## src/rtl/sram_ctrl_pkg.sv

```systemverilog
// sram_ctrl_pkg: shared state encoding and defaults for the external SRAM controller.
// Rev 1.0
`default_nettype none

package sram_ctrl_pkg;

    typedef enum logic [1:0] {
        ST_IDLE = 2'd0,
        ST_LOW  = 2'd1,
        ST_HIGH = 2'd2,
        ST_DONE = 2'd3
    } state_e;

    localparam int unsigned DEFAULT_WAIT_CYCLES = 5;
    localparam logic [31:0] DEFAULT_ADDR_BASE   = 32'd1024;
    localparam int unsigned SRAM_DW             = 16;

endpackage

`default_nettype wire

```

## src/rtl/sram_wait_counter.sv

```systemverilog
// sram_wait_counter: clearable per-phase wait counter, last_o flags count WAIT_CYCLES-1.
// Rev 1.0
`default_nettype none

module sram_wait_counter #(
    parameter int unsigned WAIT_CYCLES = 5
) (
    input  logic clk_i,
    input  logic rst_ni,
    input  logic clr_i,
    input  logic en_i,
    output logic last_o
);

    localparam logic [3:0] LAST_CNT = 4'(WAIT_CYCLES - 1);

    logic [3:0] cnt_q;
    logic [3:0] cnt_d;

    assign last_o = (cnt_q == LAST_CNT);

    always_comb begin
        cnt_d = cnt_q;
        if (clr_i) begin
            cnt_d = '0;
        end else if (en_i) begin
            cnt_d = last_o ? 4'd0 : cnt_q + 4'd1;
        end
    end

    always_ff @(posedge clk_i or negedge rst_ni) begin
        if (!rst_ni) begin
            cnt_q <= '0;
        end else begin
            cnt_q <= cnt_d;
        end
    end

endmodule

`default_nettype wire

```

## src/rtl/sram_controller.sv

```systemverilog
// sram_controller: splits 32-bit MEM-stage loads/stores into two timed 16-bit SRAM accesses.
// Rev 1.0 -- optional SRAM_STALL_CNT_EN adds a saturating stall_count output.
`default_nettype none

module sram_controller
    import sram_ctrl_pkg::*;
#(
    parameter int unsigned WAIT_CYCLES = DEFAULT_WAIT_CYCLES,
    parameter logic [31:0] ADDR_BASE   = DEFAULT_ADDR_BASE,
    parameter int unsigned SRAM_AW     = 18
) (
    input  logic               clk,
    input  logic               rst,
    input  logic               rd_en,
    input  logic               wr_en,
    input  logic [31:0]        address,
    input  logic [31:0]        write_data,
    output logic [31:0]        read_data,
    output logic               ready,
    output logic [SRAM_AW-1:0] sram_addr,
    output logic [SRAM_DW-1:0] sram_dq_out,
    input  logic [SRAM_DW-1:0] sram_dq_in,
    output logic               sram_dq_oe,
    output logic               sram_we_n,
    output logic               sram_oe_n,
    output logic               sram_ce_n,
    output logic               sram_ub_n,
    output logic               sram_lb_n
`ifdef SRAM_STALL_CNT_EN
    ,
    output logic [31:0]        stall_count
`endif
);

    state_e             state_q, state_d;
    logic               op_wr_q, op_wr_d;
    logic [SRAM_AW-2:0] word_q, word_d;
    logic [31:0]        wdata_q, wdata_d;
    logic [31:0]        rdata_q, rdata_d;

    logic [31:0] w_offset;
    logic        w_active;
    logic        w_cnt_last;
    logic        w_last;
    logic        w_unused;

    assign w_offset = address - ADDR_BASE;
    assign w_unused = ^{w_offset[31:SRAM_AW+1], w_offset[1:0]};
    assign w_active = (state_q == ST_LOW) || (state_q == ST_HIGH);
    assign w_last   = w_active && w_cnt_last;

    sram_wait_counter #(
        .WAIT_CYCLES(WAIT_CYCLES)
    ) u_wait_counter (
        .clk_i (clk),
        .rst_ni(rst),
        .clr_i (~w_active),
        .en_i  (w_active),
        .last_o(w_cnt_last)
    );

    always_ff @(posedge clk or negedge rst) begin
        if (!rst) begin
            state_q <= ST_IDLE;
            op_wr_q <= 1'b0;
            word_q  <= '0;
            wdata_q <= '0;
            rdata_q <= '0;
        end else begin
            state_q <= state_d;
            op_wr_q <= op_wr_d;
            word_q  <= word_d;
            wdata_q <= wdata_d;
            rdata_q <= rdata_d;
        end
    end

    // Request inputs are only looked at in IDLE; a started transaction always runs to DONE.
    always_comb begin
        state_d = state_q;
        op_wr_d = op_wr_q;
        word_d  = word_q;
        wdata_d = wdata_q;
        rdata_d = rdata_q;
        case (state_q)
            ST_IDLE: begin
                if (rd_en || wr_en) begin
                    state_d = ST_LOW;
                    op_wr_d = wr_en;
                    word_d  = w_offset[SRAM_AW:2];
                    wdata_d = write_data;
                end
            end
            ST_LOW:  if (w_last) state_d = ST_HIGH;
            ST_HIGH: if (w_last) state_d = ST_DONE;
            ST_DONE: state_d = ST_IDLE;
            default: state_d = ST_IDLE;
        endcase
        if (w_last && !op_wr_q) begin
            if (state_q == ST_HIGH) begin
                rdata_d[31:16] = sram_dq_in;
            end else begin
                rdata_d[15:0] = sram_dq_in;
            end
        end
    end

    // WE rises on the last count of each write phase so data is still held at the edge.
    always_comb begin
        ready       = 1'b1;
        sram_addr   = '0;
        sram_dq_out = '0;
        sram_dq_oe  = 1'b0;
        sram_we_n   = 1'b1;
        sram_oe_n   = 1'b1;
        sram_ce_n   = 1'b1;
        sram_ub_n   = 1'b1;
        sram_lb_n   = 1'b1;
        case (state_q)
            ST_IDLE: ready = ~(rd_en | wr_en);
            ST_LOW, ST_HIGH: begin
                ready     = 1'b0;
                sram_addr = {word_q, state_q == ST_HIGH};
                sram_ce_n = 1'b0;
                sram_ub_n = 1'b0;
                sram_lb_n = 1'b0;
                if (op_wr_q) begin
                    sram_dq_oe  = 1'b1;
                    sram_we_n   = w_last;
                    sram_dq_out = (state_q == ST_HIGH) ? wdata_q[31:16] : wdata_q[15:0];
                end else begin
                    sram_oe_n = 1'b0;
                end
            end
            default: ;
        endcase
    end

    assign read_data = rdata_q;

`ifdef SRAM_STALL_CNT_EN
    logic [31:0] stall_q;

    always_ff @(posedge clk or negedge rst) begin
        if (!rst) begin
            stall_q <= '0;
        end else if (!ready && (stall_q != 32'hFFFF_FFFF)) begin
            stall_q <= stall_q + 32'd1;
        end
    end

    assign stall_count = stall_q;
`endif

endmodule

`default_nettype wire

```

## config.mk

```make
export PLATFORM = sky130hd
export DESIGN_NAME = sram_controller
export DESIGN_NICKNAME = d
export VERILOG_FILES = /design/src/rtl/sram_ctrl_pkg.sv /design/src/rtl/sram_wait_counter.sv /design/src/rtl/sram_controller.sv
export SDC_FILE = /design/constraint.sdc
export NUM_CORES = 1
export LEC_CHECK = 0
export CORE_AREA = 2 2 96 98
export CTS_CLUSTER_DIAMETER = 80
export DETAILED_ROUTE_END_ITERATION = 7
export DIE_AREA = 0 0 98 100
export PLACE_DENSITY = 0.9
export SYNTH_ARGS = -nofsm -noshare
export SYNTH_HDL_FRONTEND = slang
export SYNTH_SLANG_ARGS = --single-unit
```

## constraint.sdc

```tcl
create_clock -name clk -period 4.48 [get_ports clk]
set_input_delay 0.896 -clock clk [delete_from_list [all_inputs] [get_ports clk]]
set_output_delay 0.896 -clock clk [all_outputs]
set_load 0.05 [all_outputs]
```

==> results.sh, run 1 <==
export IMPL_status="finished clean"
export IMPL_synth_seq_cells=88
export IMPL_wl_per_cell_um=15.1
export IMPL_grt_max_degree=89
export IMPL_cp_cell_sequence="inv_1 > ha_1 > mux2i_1 > nor2_1 > clkdlybuf4s50_1"
export IMPL_r2r_start="state_q[0]"
export IMPL_syn2layout_area_growth_pct=42.6
export IMPL_cts_sinks=88
export IMPL_n_fill_cell=697
export IMPL_htree_num_levels=3
export IMPL_grt_pass1_vias=3357
export IMPL_wl_um=9600
export IMPL_drtPass1Iterations=4
export IMPL_drv_cap=0
export IMPL_ir_drop_mv=0.649
export IMPL_min_path_type="reg2reg"
export IMPL_netlist_top_cells_count="nand2_1, dfrtp_1, nor2_1, mux2_2, and2_1"
export IMPL_ys_seq_area_frac=0.550
export IMPL_ant_nets=0
export IMPL_min_from="word_q[4]"
export IMPL_dp_hpwl_um=6850
export IMPL_synth_cell_types=36
export IMPL_synth_most_common_cell="nand2_1"
export IMPL_netlist_area_um2=4000
export IMPL_multi_input_area_um2=1690
export IMPL_crit_path_top_delay_cell="ha_1"
export IMPL_worstSetupStartpoint="state_q[0]"
export IMPL_die_area_um2=9800
export IMPL_syn_inst=385
export IMPL_min_period_ns=3.81
export IMPL_numPortBuffers=141
export IMPL_yosys_most_used_dff="dfrtp_1"
export IMPL_clk_pin_slew_ns=0.10
export IMPL_cp_end_kind="primary output"
export IMPL_worstSetupStartpointType="register"
export IMPL_yosysTopAreaCell="dfrtp_1"
export IMPL_finalNetCount=611
export IMPL_grt_usage=0.200
export IMPL_place_congestion=0.807
export IMPL_worstMarginPinSlew_ns=1.20
export IMPL_numCtsBuffers=9
export IMPL_skew_ns=0.0142
export IMPL_cts_buffer_depth=2
export IMPL_drv_slew=0
export IMPL_hold_viol=0
export IMPL_slowest_delay_ns=0.87
export IMPL_die_h_um=100
export IMPL_syn_avg_cell_area_um2=10.4
export IMPL_hold_ws_ns=0.475
export IMPL_cts_resized=0
export IMPL_grt_pass1_wl_um=15800
export IMPL_vias=3166
export IMPL_tritoncts="yes"
export IMPL_max_freq_mhz=262
export IMPL_ctsHoldBuffers=0
export IMPL_final_core_util=0.642
export IMPL_regArea_um2=2200
export IMPL_clock_latency_ns=0.36
export IMPL_timing_setup_tns_ns=0
export IMPL_start_util=0.450
export IMPL_cts_setup_buffers=0
export IMPL_drc_errors=0
export IMPL_ys_top_cells_by_area="dfrtp_1, nand2_1, mux2_2, mux2i_1, mux2_4"
export IMPL_fp_dieW_um=98
export IMPL_p_per_area_nw_per_um2=888
export IMPL_worstPathArrival_ns=2.92
export IMPL_yosys_warnings=0
export IMPL_antenna_found_initial=0
export IMPL_core_region_area_um2=8890
export IMPL_drtIter0Drc=104
export IMPL_rows=35
export IMPL_path_class="reg2out"
export IMPL_overflow=0
export IMPL_synth_edff_count=0
export IMPL_rsz0062_at_grt="no"
export IMPL_async_flop_share=1.00
export IMPL_diodes=0
export IMPL_synth_top_area_share=0.550
export IMPL_p_leak_nw=2.65
export IMPL_setup_violations=0
export IMPL_drive_gt1_frac=0.109
export IMPL_critPathRequiredTime_ns=3.58
export IMPL_root_buffer="clkbuf_8"
export IMPL_critPathMaxFanout=17
export IMPL_viasPerCell=4.98
export IMPL_max_slew_margin=0.198
export IMPL_min_period_over_period=0.851
export IMPL_synthesis_nets=476
export IMPL_io_pins=157
## registers in the layout, summed over array words and instances (netlist names)
signal and cells:
op_wr_q 1, read_data 32, state_q 2, u_wait_counter.cnt_q 4, wdata_q 32, word_q 17
## metal layers
metal	global-route usage	vias up	wire [µm]
met5	0	-	0
met4	0.0588	0	89
met3	0.0536	8	578
met2	0.355	114	4800
met1	0.241	1520	4140
li1	-	1524	-
## cell families (layout without fill, tap and decap cells)
| family | Yosys count | count (layout) | synth area share |
|---|---|---|---|
| AND/OR/NAND/NOR | 188 | 188 | 0.210 |
| multiplexers | 49 | 49 | 0.142 |
| buffers and inverters | 27 | 167 | 0.0316 |
| AO/OA/AOI/OAI | 23 | 23 | 0.0375 |
| flip-flops | 88 | 88 | 0.550 |
| adder cells (fa/ha/maj) | 7 | 7 | 0.0219 |
| XOR/XNOR | 3 | 3 | 0.00657 |
## per-stage QoR
step	setup WS (ns)	total power [W]	instances	cell area (µm²)
after global routing	0.425	0.00535	636	5710
after floorplan	1.58	0.00348	385	4000
after detailed placement	0.685	0.00448	620	5480
after global placement	0.722	0.00439	620	5480
final	0.665	0.00507	636	5710
after CTS	0.643	0.00511	636	5710
## critical path, delay by kind of cell, from the launching register on
kind,cells,cell delay [ns]
adder cells (fa/ha/maj),1,0.87
buffers and inverters,2,0.97
AND/OR/NAND/NOR,1,0.15
multiplexers,1,0.17
flip-flops,1,0.39
## where the power goes
part	internal [W]	switching, W	total, W
Clock	0.000320	0.000300	0.000620
Combinational	0.00107	0.00202	0.00309
Sequential	0.00115	0.000209	0.00136
## worst paths after layout
kind / to / slack (ns) / depth (start not counted)
min: word_q[4] / 0.48 / 2
max in group asynchronous: u_wait_counter.cnt_q[3] / 3.02 / 1
min in group asynchronous: read_data[15] / 0.71 / 1
max reg2reg: read_data[18] / 1.37 / 5
min reg2reg: word_q[4] / 0.48 / 2
max: sram_dq_out[14] / 0.67 / 5
## cells in the final DEF (no fill, tap or decap), drive strengths merged, types with 2 or more instances in the layout
cell	n
dfrtp	88
nor2	25
xnor2	3
mux2	32
ha	7
bufinv	2
buf	3
or3	3
a211oi	2
mux2i	17
a31oi	5
o31ai	3
o21ai	7
clkbuf	9
and2	18
or4	3
clkinv	2
clkdlybuf4s50	140
nor3b	3
nand2	130
inv	10
o21a	2
## area by class of cell
type,instances,share of cell area
Clock buffer,9,0.0217
Sequential cell,88,0.386
Clock inverter,7,0.0178
Inverter,8,0.00526
Tap cell,111,0.0243
Timing Repair Buffer,143,0.250
Multi-Input combinational cell,270,0.295
(Power assumes the default switching activity.)
==> run 2, diff against run 1 <==
CAP_MARGIN = 5   (was not set)
PLACE_DENSITY = 0.86   (was 0.9)
==> results.sh, run 2 (synthesis gave the netlist of run 1 again) <==
export IMPL_antenna_found_initial=0
export IMPL_cts_buffer_depth=2
export IMPL_critPathMaxFanout=19
export IMPL_ir_drop_mv=0.509
export IMPL_grt_pass1_vias=3178
export IMPL_status="finished clean"
export IMPL_wl_um=9400
export IMPL_grt_usage=0.199
export IMPL_drive_gt1_frac=0.107
export IMPL_clock_latency_ns=0.36
export IMPL_cts_sinks=88
export IMPL_worstMarginPinSlew_ns=1.18
export IMPL_core_region_area_um2=8890
export IMPL_vias=3166
export IMPL_numPortBuffers=141
export IMPL_fp_dieW_um=98
export IMPL_cts_resized=0
export IMPL_layout_commonest_cell="clkdlybuf4s50_1"
export IMPL_tritoncts="yes"
export IMPL_place_congestion=0.813
export IMPL_slowest_delay_ns=0.88
export IMPL_cp_cell_sequence="inv_1 > ha_1 > buf_4 > mux2i_1 > nor2_1 > clkdlybuf4s50_1"
export IMPL_ctsHoldBuffers=0
export IMPL_layout_common_cells="clkdlybuf4s50_1, nand2_1, dfrtp_1"
export IMPL_root_buffer="clkbuf_8"
export IMPL_grt_max_degree=89
export IMPL_p_per_area_nw_per_um2=883
export IMPL_cts_setup_buffers=0
export IMPL_numCtsBuffers=9
export IMPL_syn2layout_area_growth_pct=42.4
export IMPL_whs_endpoint="word_q[4]"
export IMPL_diodes=0
export IMPL_worstPathArrival_ns=3.04
export IMPL_n_fill_cell=682
export IMPL_wl_per_cell_um=14.8
export IMPL_cp_top_family="buffers and inverters"
export IMPL_rows=35
export IMPL_hold_ws_ns=0.472
export IMPL_die_area_um2=9800
export IMPL_ant_nets=0
export IMPL_timing_setup_tns_ns=0
export IMPL_holdPathStages=2
export IMPL_overflow=0
export IMPL_grt_pass1_wl_um=15600
export IMPL_clk_pin_slew_ns=0.08
export IMPL_max_freq_mhz=254
export IMPL_start_util=0.450
export IMPL_viasPerCell=4.99
export IMPL_min_path_type="reg2reg"
export IMPL_io_pins=157
export IMPL_hold_viol=0
export IMPL_drtIter0Drc=77
export IMPL_critPathRequiredTime_ns=3.58
export IMPL_rr_worst_depth=4
export IMPL_path_class="reg2out"
export IMPL_crit_path_top_delay_cell="ha_1"
export IMPL_min_from="word_q[4]"
export IMPL_skew_ns=0.0135
export IMPL_worstSetupStartpointType="register"
export IMPL_cp_end_kind="primary output"
export IMPL_drv_cap=0
export IMPL_drv_slew=0
export IMPL_p_leak_nw=2.65
export IMPL_drtPass1Iterations=4
export IMPL_rr_endpoint="read_data[16]"
export IMPL_htree_num_levels=3
export IMPL_setup_violations=0
export IMPL_ff2ff_setup_slack_ns=1.58
export IMPL_final_core_util=0.641
export IMPL_drc_errors=0
export IMPL_rsz0062_at_grt="no"
export IMPL_min_period_over_period=0.878
export IMPL_die_h_um=100
export IMPL_r2r_start="state_q[0]"
export IMPL_min_period_ns=3.93
export IMPL_path_buf_inv=3
export IMPL_max_slew_margin=0.214
export IMPL_dp_hpwl_um=6590
export IMPL_finalNetCount=611
run 2: changes by cell type in the layout (fill, tap and decap cells not counted), sizes merged:
cell / before / now
inv: 10 / 8
clkbuf: 9 / 10
run 2: through the flow:
step                      power, W  worst slack, ns  cells  area [µm²]
after global placement     0.00439            0.749    620        5480
after CTS                  0.00509            0.501    635        5700
final                      0.00503            0.546    635        5700
after detailed placement   0.00447            0.702    620        5480
after global routing       0.00533            0.341    635        5700
after floorplan            0.00348             1.58    385        4000
run 2: worst min-delay path, cell delays in order (launching register included):
cell and delay, ns:
dfrtp_1 0.34, nand2_1 0.05, nand2_1 0.05
run 2: worst max-delay path by stage:
stage,to,depth (start not counted),start
after floorplan,sram_dq_out[10],6,state_q[0]
after global placement,ready,4,wr_en
after detailed placement,ready,4,wr_en
after CTS,sram_dq_out[5],6,state_q[0]
after global routing,sram_dq_out[3],6,state_q[0]
final,sram_dq_out[5],6,state_q[0]
run 2: area by class of cell:
class	count	area (µm²)	area share
multi-input cells	270	1690	0.296
clock inverters	5	81.3	0.0143
flip-flops and latches	88	2200	0.386
well taps	111	139	0.0244
inverters	8	30.0	0.00527
clock buffers	10	138	0.0241
repair buffers	143	1420	0.250
run 2: where the power goes:
group          switching, W  leakage, nW  internal (W)  total, W
clock              0.000274        0.108      0.000326  0.000600
combinational       0.00201         1.42       0.00107   0.00308
sequential         0.000202         1.12       0.00115   0.00136
run 2: per-layer routing:
layer  vias to the layer above  global-route usage  routed length (µm)
li1                       1522                   -                   -
met1                      1516               0.258                4160
met2                       118               0.338                4610
met3                        10              0.0341                 513
met4                         0              0.0737                 125
met5                         -                   0                   0
